### src/rtl/pad_mux_sequencer.sv
// Glitch-safe pad mux reconfiguration: only pads whose select changes are gated,
// switched after a guard interval, and released after a settle interval.
module pad_mux_sequencer #(
  parameter int NUM_PAD       = 14,
  parameter int MUX_W         = 4,
  parameter int GUARD_CYCLES  = 4,
  parameter int SETTLE_CYCLES = 8
) (
  input  logic                     clk_i,
  input  logic                     rst_ni,
  input  logic                     req_valid_i,
  output logic                     req_ready_o,
  input  logic [NUM_PAD*MUX_W-1:0] req_mux_i,
  output logic [NUM_PAD*MUX_W-1:0] pad_muxes_o,
  output logic [NUM_PAD-1:0]       pad_gate_o,
  output logic                     busy_o,
  output logic                     done_o
);

  localparam int BUS_W   = NUM_PAD * MUX_W;
  localparam int MAX_CYC = (GUARD_CYCLES > SETTLE_CYCLES) ? GUARD_CYCLES : SETTLE_CYCLES;
  localparam int CNT_W   = $clog2(MAX_CYC + 1);
  localparam logic [CNT_W-1:0] GUARD_LOAD  = CNT_W'(GUARD_CYCLES - 1);
  localparam logic [CNT_W-1:0] SETTLE_LOAD = CNT_W'(SETTLE_CYCLES - 1);

  typedef enum logic [1:0] {
    IDLE,
    ISOLATE,
    SETTLE,
    DONE
  } state_t;

  state_t             state_reg, state_next;
  logic [CNT_W-1:0]   cnt_reg, cnt_next;
  logic [BUS_W-1:0]   pending_reg, pending_next;
  logic [NUM_PAD-1:0] mask_reg, mask_next;
  logic [BUS_W-1:0]   mux_reg, mux_next;
  logic [NUM_PAD-1:0] gate_reg, gate_next;
  logic               ready_reg, ready_next;
  logic               busy_reg, busy_next;
  logic               done_reg, done_next;

  logic [NUM_PAD-1:0] change_mask;
  logic [BUS_W-1:0]   masked_mux;

  // Per-pad change detection and selective apply; unmasked pads keep their field.
  generate
    for (genvar gi = 0; gi < NUM_PAD; gi++) begin : g_pad
      assign change_mask[gi] = (req_mux_i[gi*MUX_W +: MUX_W] != mux_reg[gi*MUX_W +: MUX_W]);
      assign masked_mux[gi*MUX_W +: MUX_W] = mask_reg[gi] ? pending_reg[gi*MUX_W +: MUX_W]
                                                          : mux_reg[gi*MUX_W +: MUX_W];
    end
  endgenerate

  always_ff @(posedge clk_i) begin
    if (!rst_ni) begin
      state_reg   <= IDLE;
      cnt_reg     <= '0;
      pending_reg <= '0;
      mask_reg    <= '0;
      mux_reg     <= '0;
      gate_reg    <= '0;
      ready_reg   <= 1'b1;
      busy_reg    <= 1'b0;
      done_reg    <= 1'b0;
    end else begin
      state_reg   <= state_next;
      cnt_reg     <= cnt_next;
      pending_reg <= pending_next;
      mask_reg    <= mask_next;
      mux_reg     <= mux_next;
      gate_reg    <= gate_next;
      ready_reg   <= ready_next;
      busy_reg    <= busy_next;
      done_reg    <= done_next;
    end
  end

  always_comb begin
    state_next   = state_reg;
    cnt_next     = cnt_reg;
    pending_next = pending_reg;
    mask_next    = mask_reg;
    mux_next     = mux_reg;
    gate_next    = gate_reg;

    case (state_reg)
      IDLE: begin
        if (req_valid_i && ready_reg) begin
          pending_next = req_mux_i;
          mask_next    = change_mask;
          if (|change_mask) begin
            state_next = ISOLATE;
            gate_next  = change_mask;
            cnt_next   = GUARD_LOAD;
          end else begin
            state_next = DONE;
          end
        end
      end
      ISOLATE: begin
        if (cnt_reg == '0) begin
          mux_next   = masked_mux;
          state_next = SETTLE;
          cnt_next   = SETTLE_LOAD;
        end else begin
          cnt_next = cnt_reg - CNT_W'(1);
        end
      end
      SETTLE: begin
        if (cnt_reg == '0) begin
          state_next = DONE;
          gate_next  = '0;
        end else begin
          cnt_next = cnt_reg - CNT_W'(1);
        end
      end
      DONE: begin
        state_next = IDLE;
        gate_next  = '0;
      end
      default: begin
        state_next = IDLE;
        gate_next  = '0;
      end
    endcase

    // Status flags are registered from the upcoming state so they align with it.
    ready_next = (state_next == IDLE);
    busy_next  = (state_next != IDLE);
    done_next  = (state_next == DONE);
  end

  assign req_ready_o = ready_reg;
  assign pad_muxes_o = mux_reg;
  assign pad_gate_o  = gate_reg;
  assign busy_o      = busy_reg;
  assign done_o      = done_reg;

endmodule

### config.mk
export PLATFORM = sky130hd
export DESIGN_NAME = pad_mux_sequencer
export DESIGN_NICKNAME = d
export VERILOG_FILES = /design/src/rtl/pad_mux_sequencer.sv
export SDC_FILE = /design/constraint.sdc
export NUM_CORES = 1
export LEC_CHECK = 0
export CAP_MARGIN = 10
export CORE_MARGIN = 2
export CORE_UTILIZATION = 54
export DETAILED_ROUTE_END_ITERATION = 6
export PLACE_DENSITY = 0.86
export SLEW_MARGIN = 5
export SYNTH_ARGS = -nofsm -noshare
export SYNTH_HDL_FRONTEND = slang
export SYNTH_SLANG_ARGS = --single-unit
### constraint.sdc
create_clock -name clk_i -period 4.19 [get_ports clk_i]
set_input_delay 0.419 -clock clk_i [delete_from_list [all_inputs] [get_ports clk_i]]
set_output_delay 0.419 -clock clk_i [all_outputs]
set_load 0.05 [all_outputs]
==> results.toml, run 1 <==
[timing]
period_share_pct = 61.7
hold_viol = 0
rsz0062_at_grt = "false"
period_needed_ps = 2590
fin_setup_tns_ps = 0
setup_viol = 0
setup_ws_ps = 1600
worst_slew_pin_slew_ps = 1150
clock-skew-final_ps = 7.39
holdWs_ps = 455
slew_headroom_pct = 22.9
slew_viol_final = 0
fmax_mhz = 387

[logic_synthesis]
netlist_area_sq_um = 6070
synth_top_family_by_area = "simple AND/OR/NAND/NOR gates"
ys_ff_latch = 149
syn_nets = 788
ys_seq_area_share_pct = 49.1
yosysWarnings = 0
synth_ff_type = "dfxtp_1"
ys_types = 38
synth_xor_area_share_pct = 8.08
netlist_instances = 722
yosys.area_share.adder_pct = 1.44
synth_edf_count = 0
synth_compound_area_share_pct = 16.0
yosys.area_share.simple_pct = 22.0
async_flop_share_pct = 0
syn_area_per_cell_sq_um = 8.41
synthMuxAreaShare_pct = 0.330

[worst_setup_path]
crit_path_start = "req_mux_i[21]"
startpoint_type = "input pin"
crit_fanout = 14
required_ps = 4620
r2r-start = "pad_muxes_o[21]"
end_kind = "flip-flop"
timing.rr.end = "pad_gate_o[0]"
rr_worst_depth = 6
crit_path_end = "pad_gate_o[0]"
critPathKind = "in -> reg"
cp.arrival_ps = 3020
r2r_setup_slack_ps = 1670

[cells_and_area]
finalNetCount = 902
utilization_pct = 73.6
area_delta_synth_final_pct = 32.0
drive_gt1_share_pct = 6.83
nFillCells = 810
final_area_sq_um = 8020
layout_commonest_cell = "nand2_1"
final_cell_mix = "194 x nand2_1, 149 x dfxtp_1, 131 x clkdlybuf4s50_1, 114 x a21oi_1"
diodes = 0

[placement]
finalWeightedCongestion = 0.875
numPortBuffers = 131
place_ws_ps = 1170
dpl_cell_area_sq_um = 7470
dp_hpwl_microns = 10900

[cts]
clk_pin_slew_ps = 60
cts_root_buffer = "clkbuf_8"
clk_path_buf_depth = 2
cts_sinks = 149
post_cts_buffers = 0
cts_tree = "built"
cts_hold_buf = 0
clock_latency_ps = 520
cts_buffers = 17
cts.repair.resized = 0
htreeDepth = 4

[die]
ios = 132
dieArea_sq_um = 12100
die_h_microns = 110
core-area_sq_um = 10900
num_rows = 38
die_w_microns = 110
start_util_pct = 55.8

[status]
status = "finished, violations left"
violations = "design-rule violations"

[min_path]
hold_path_class = "reg -> reg"

[routing]
drtPass1Iterations = 7
drc = 1
viasPerCell = 5.67
drt_iter0_markers = 345
vias = 5612
drtAntennaViolNets = 0
wl_per_cell_microns = 16.2
finalWirelength_microns = 16000

[run]
drv_cap = 0

[global_routing]
first_global_vias = 5410
overflow = 0
grt_pass1_wl_microns = 25500
antenna_found_initial = 0
grt_max_degree = 102
grt_usage_pct = 27.0

[pwr]
power_density_nw_per_um2 = 591
p_leak_uw = 0.00287
ir_drop_mv = 0.605
==> per-stage QoR <==
step | total power (uW) | cells
after floorplan | 2870 | 722
after global placement | 3270 | 957
after detailed placement | 3350 | 957
after CTS | 4740 | 989
after global routing | 4950 | 989
final | 4740 | 989
==> cell usage after synthesis, types with 5 or more instances <==
library cell	n	share of area [%]
nor2_1	21	1.3
nand2_1	195	12
dfxtp_1	149	49
buf_1	6	0.37
xor2_1	56	8.1
inv_1	5	0.31
o2bb2ai_1	15	2.2
a21oi_1	114	9.4
ha_1	7	1.4
a211oi_1	14	1.7
nand3_1	56	4.6
nor4_2	12	2.5
clkbuf_1	32	2.0
==> worst max-delay path, cell delays in order <==
cell and delay (ps):
clkdlybuf4s50_1 460, xor2_1 200, nor4_2 600, nand4_1 260, o41ai_2 490, a31o_2 410, o2bb2ai_1 170
==> cell type report <==
class | instances | area, sq um | area share [%]
sequential | 149 | 2980 | 37.2
multi-input combinational | 526 | 2920 | 36.4
timing repair buffer | 134 | 1360 | 17.0
clock buffer | 19 | 442 | 5.51
tap | 140 | 175 | 2.19
clock inverter | 13 | 109 | 1.36
inverter | 8 | 31.3 | 0.390
==> per-layer routing <==
metal | track usage (%) | part of all wire, % | wire length [microns]
met1 | 32.2 | 41 | 6560
met2 | 46.1 | 49 | 7930
met3 | 5.70 | 6.5 | 1050
met4 | 13.1 | 3.0 | 481
met5 | 0 | 0 | 0
==> where the power goes <==
part | switching [uW] | internal, uW
Combinational | 1010 | 504
Sequential | 186 | 1650
Clock | 574 | 813
Total | 1770 | 2970
==> kinds of logic after synthesis <==
family          Yosys count
simple gates            299
compound gates          162
flops                   149
xor+xnor                 56
buf+inv                  47
fa+ha+maj                 7
mux                       2
==> how the worst min path moves through the flow <==
stage	slack [ps]	cells after the start	start	end
6_report	450	2	pending_reg[41]	pending_reg[41]
5_1_grt	470	2	pending_reg[22]	pending_reg[22]
4_1_cts	460	2	pending_reg[41]	pending_reg[41]
3_5_place_dp	450	2	pending_reg[41]	pending_reg[41]
3_3_place_gp	440	2	pending_reg[10]	pending_reg[10]
2_1_floorplan	440	2	pending_reg[0]	pending_reg[0]
(Power assumes the default switching activity.)
==> inputs of run 2 (changes only) <==
--- a/config.mk
+++ b/config.mk
@@ -7,9 +7,9 @@
 export LEC_CHECK = 0
 export CAP_MARGIN = 10
 export CORE_MARGIN = 2
-export CORE_UTILIZATION = 54
+export CORE_UTILIZATION = 51
 export DETAILED_ROUTE_END_ITERATION = 6
-export PLACE_DENSITY = 0.86
+export PLACE_DENSITY = 0.82
 export SLEW_MARGIN = 5
 export SYNTH_ARGS = -nofsm -noshare
 export SYNTH_HDL_FRONTEND = slang
==> constraint.sdc (replaced) <==
create_clock -name clk_i -period 2.5 [get_ports clk_i]
set_input_delay 0.25 -clock clk_i [delete_from_list [all_inputs] [get_ports clk_i]]
set_output_delay 0.25 -clock clk_i [all_outputs]
set_load 0.05 [all_outputs]
==> run 2 against run 1 <==
The flow still finishes with violations (design-rule violations). Cell count up 2.6%. Register-to-register slack lost 1600 ps. Cell area increased by 2.7%. Via count grew 1.2%. Critical endpoint is now pad_gate_o[5]. Highest routed layer unchanged.
==> results.toml, run 2 (synthesis gave the netlist of run 1 again) <==
[die]
die_h_microns = 113
ios = 132
die_w_microns = 113
core-area_sq_um = 11500
start_util_pct = 52.7
num_rows = 39
dieArea_sq_um = 12800

[worst_setup_path]
critPathKind = "reg -> reg"
crit_buf_inv = 1
critPathTopFamily = "compound AO/OA/AOI/OAI gates"
cp.arrival_ps = 2720
cp_slowest_cell = "o41ai_2"
cp_cell_sequence = "xor2_1 -> nor4_2 -> buf_4 -> nand4_1 -> o41ai_2 -> a31o_4 -> o2bb2ai_1"
rr_worst_depth = 7
cp.depth = 7
crit_fanout = 14
crit_path_max_incr_delay_ps = 590
end_kind = "flip-flop"
required_ps = 2830
r2r_setup_slack_ps = 110
timing.rr.end = "pad_gate_o[5]"
startpoint_type = "flip-flop"
r2r-start = "pad_muxes_o[45]"

[global_routing]
grt_usage_pct = 25.2
overflow = 0
grt_pass1_wl_microns = 26500
grt_max_degree = 66
antenna_found_initial = 0
first_global_vias = 5598

[timing]
period_needed_ps = 2390
slew_viol_final = 0
fmax_mhz = 418
fin_setup_tns_ps = 0
slew_headroom_pct = 44.1
period_share_pct = 95.8
hold_viol = 0
setup_ws_ps = 106
setup_viol = 0
clock-skew-final_ps = 13.1
worst_slew_pin_slew_ps = 830

[min_path]
hold_path_class = "in -> reg"
hold_path_depth = 3
hp-start = "req_mux_i[33]"
min_to = "pending_reg[33]"

[cts]
htreeDepth = 4
cts_sinks = 149
cts_tree = "built"
clk_path_buf_depth = 2
post_cts_buffers = 0
cts_buffers = 17
cts_hold_buf = 0
cts_root_buffer = "clkbuf_16"
clk_pin_slew_ps = 70
clock_latency_ps = 410

[placement]
dpl_cell_area_sq_um = 7670
numPortBuffers = 131
place_ws_ps = -251
finalWeightedCongestion = 0.854
dp_hpwl_microns = 11200

[status]
violations = "design-rule violations"
status = "finished, violations left"

[cells_and_area]
finalNetCount = 925
diodes = 0
area_delta_synth_final_pct = 35.6
final_area_sq_um = 8230
utilization_pct = 71.5
drive_gt1_share_pct = 9.17
layout_commonest_cell = "nand2_1"
final_cell_mix = "194 x nand2_1, 149 x dfxtp_1, 131 x clkdlybuf4s50_1, 114 x a21oi_1"

[pwr]
p_leak_uw = 0.00300
finalPower_uw = 8090
ir_drop_mv = 1.04
power_density_nw_per_um2 = 982

[run]
drv_cap = 0

[routing]
drc = 10
wl_per_cell_microns = 16.1
vias = 5678
drt_iter0_markers = 429
viasPerCell = 5.59
drtPass1Iterations = 7
finalWirelength_microns = 16300
drtAntennaViolNets = 0
==> run 2: changes by cell type in the layout (fill, tap and decap cells not counted), moves of 2 or more <==
cell | before | now
buf_4 | 1 | 22
clkinv_2 | 7 | 1
inv_6 | 0 | 4
buf_12 | 2 | 4
clkbuf_8 | 3 | 1
inv_8 | 0 | 2
==> run 2: power by group <==
part	total (uW)	leakage [uW]	internal [uW]	switching [uW]
Combinational	2650	0.00152	943	1710
Clock	2360	0.000265	1330	1040
Sequential	3070	0.00121	2770	307
==> run 2: worst max-delay path by stage <==
stage	from	end	slack (ps)
after floorplan	pad_muxes_o[18]	cnt_reg[0]	210
after global placement	req_mux_i[45]	pad_gate_o[8]	-170
after detailed placement	req_mux_i[45]	pad_gate_o[5]	-250
after CTS	pad_muxes_o[45]	pad_gate_o[5]	70
after global routing	pad_muxes_o[45]	pad_gate_o[12]	-20
final	pad_muxes_o[45]	pad_gate_o[5]	110
==> run 2: timing repair <==
action / in CTS / in global routing
setup endpoints to repair: 0 / 12
endpoints found under the hold margin: 0 / 0
gates resized for setup: 0 / 1
==> run 2: area by class of cell <==
type                       count  area (sq um)
clock buffer                  19           443
clock inverter                13           115
fill                         855          3280
inverter                       8          31.3
multi-input combinational    526          2930
sequential                   149          2980
tap                          143           179
timing repair buffer         157          1560
==> run 2: per-stage QoR <==
stage,std cells,hold slack [ps]
6_report,1015,446
5_1_grt,1015,444
4_1_cts,1015,441
3_5_place_dp,983,447
3_3_place_gp,983,442
2_1_floorplan,722,386
==> run 2: worst register-to-register path: stages, from the launching register on <==
cell and delay, ps:
dfxtp_1 330, xor2_1 150, nor4_2 360, buf_4 180
nand4_1 200, o41ai_2 590, a31o_4 350, o2bb2ai_1 150
==> run 2: per-layer routing <==
layer  wire length [microns]  GRT usage, %
met5                       0             0
met4                     493          10.5
met3                     851          5.14
met2                    8050          42.5
met1                    6900          31.7
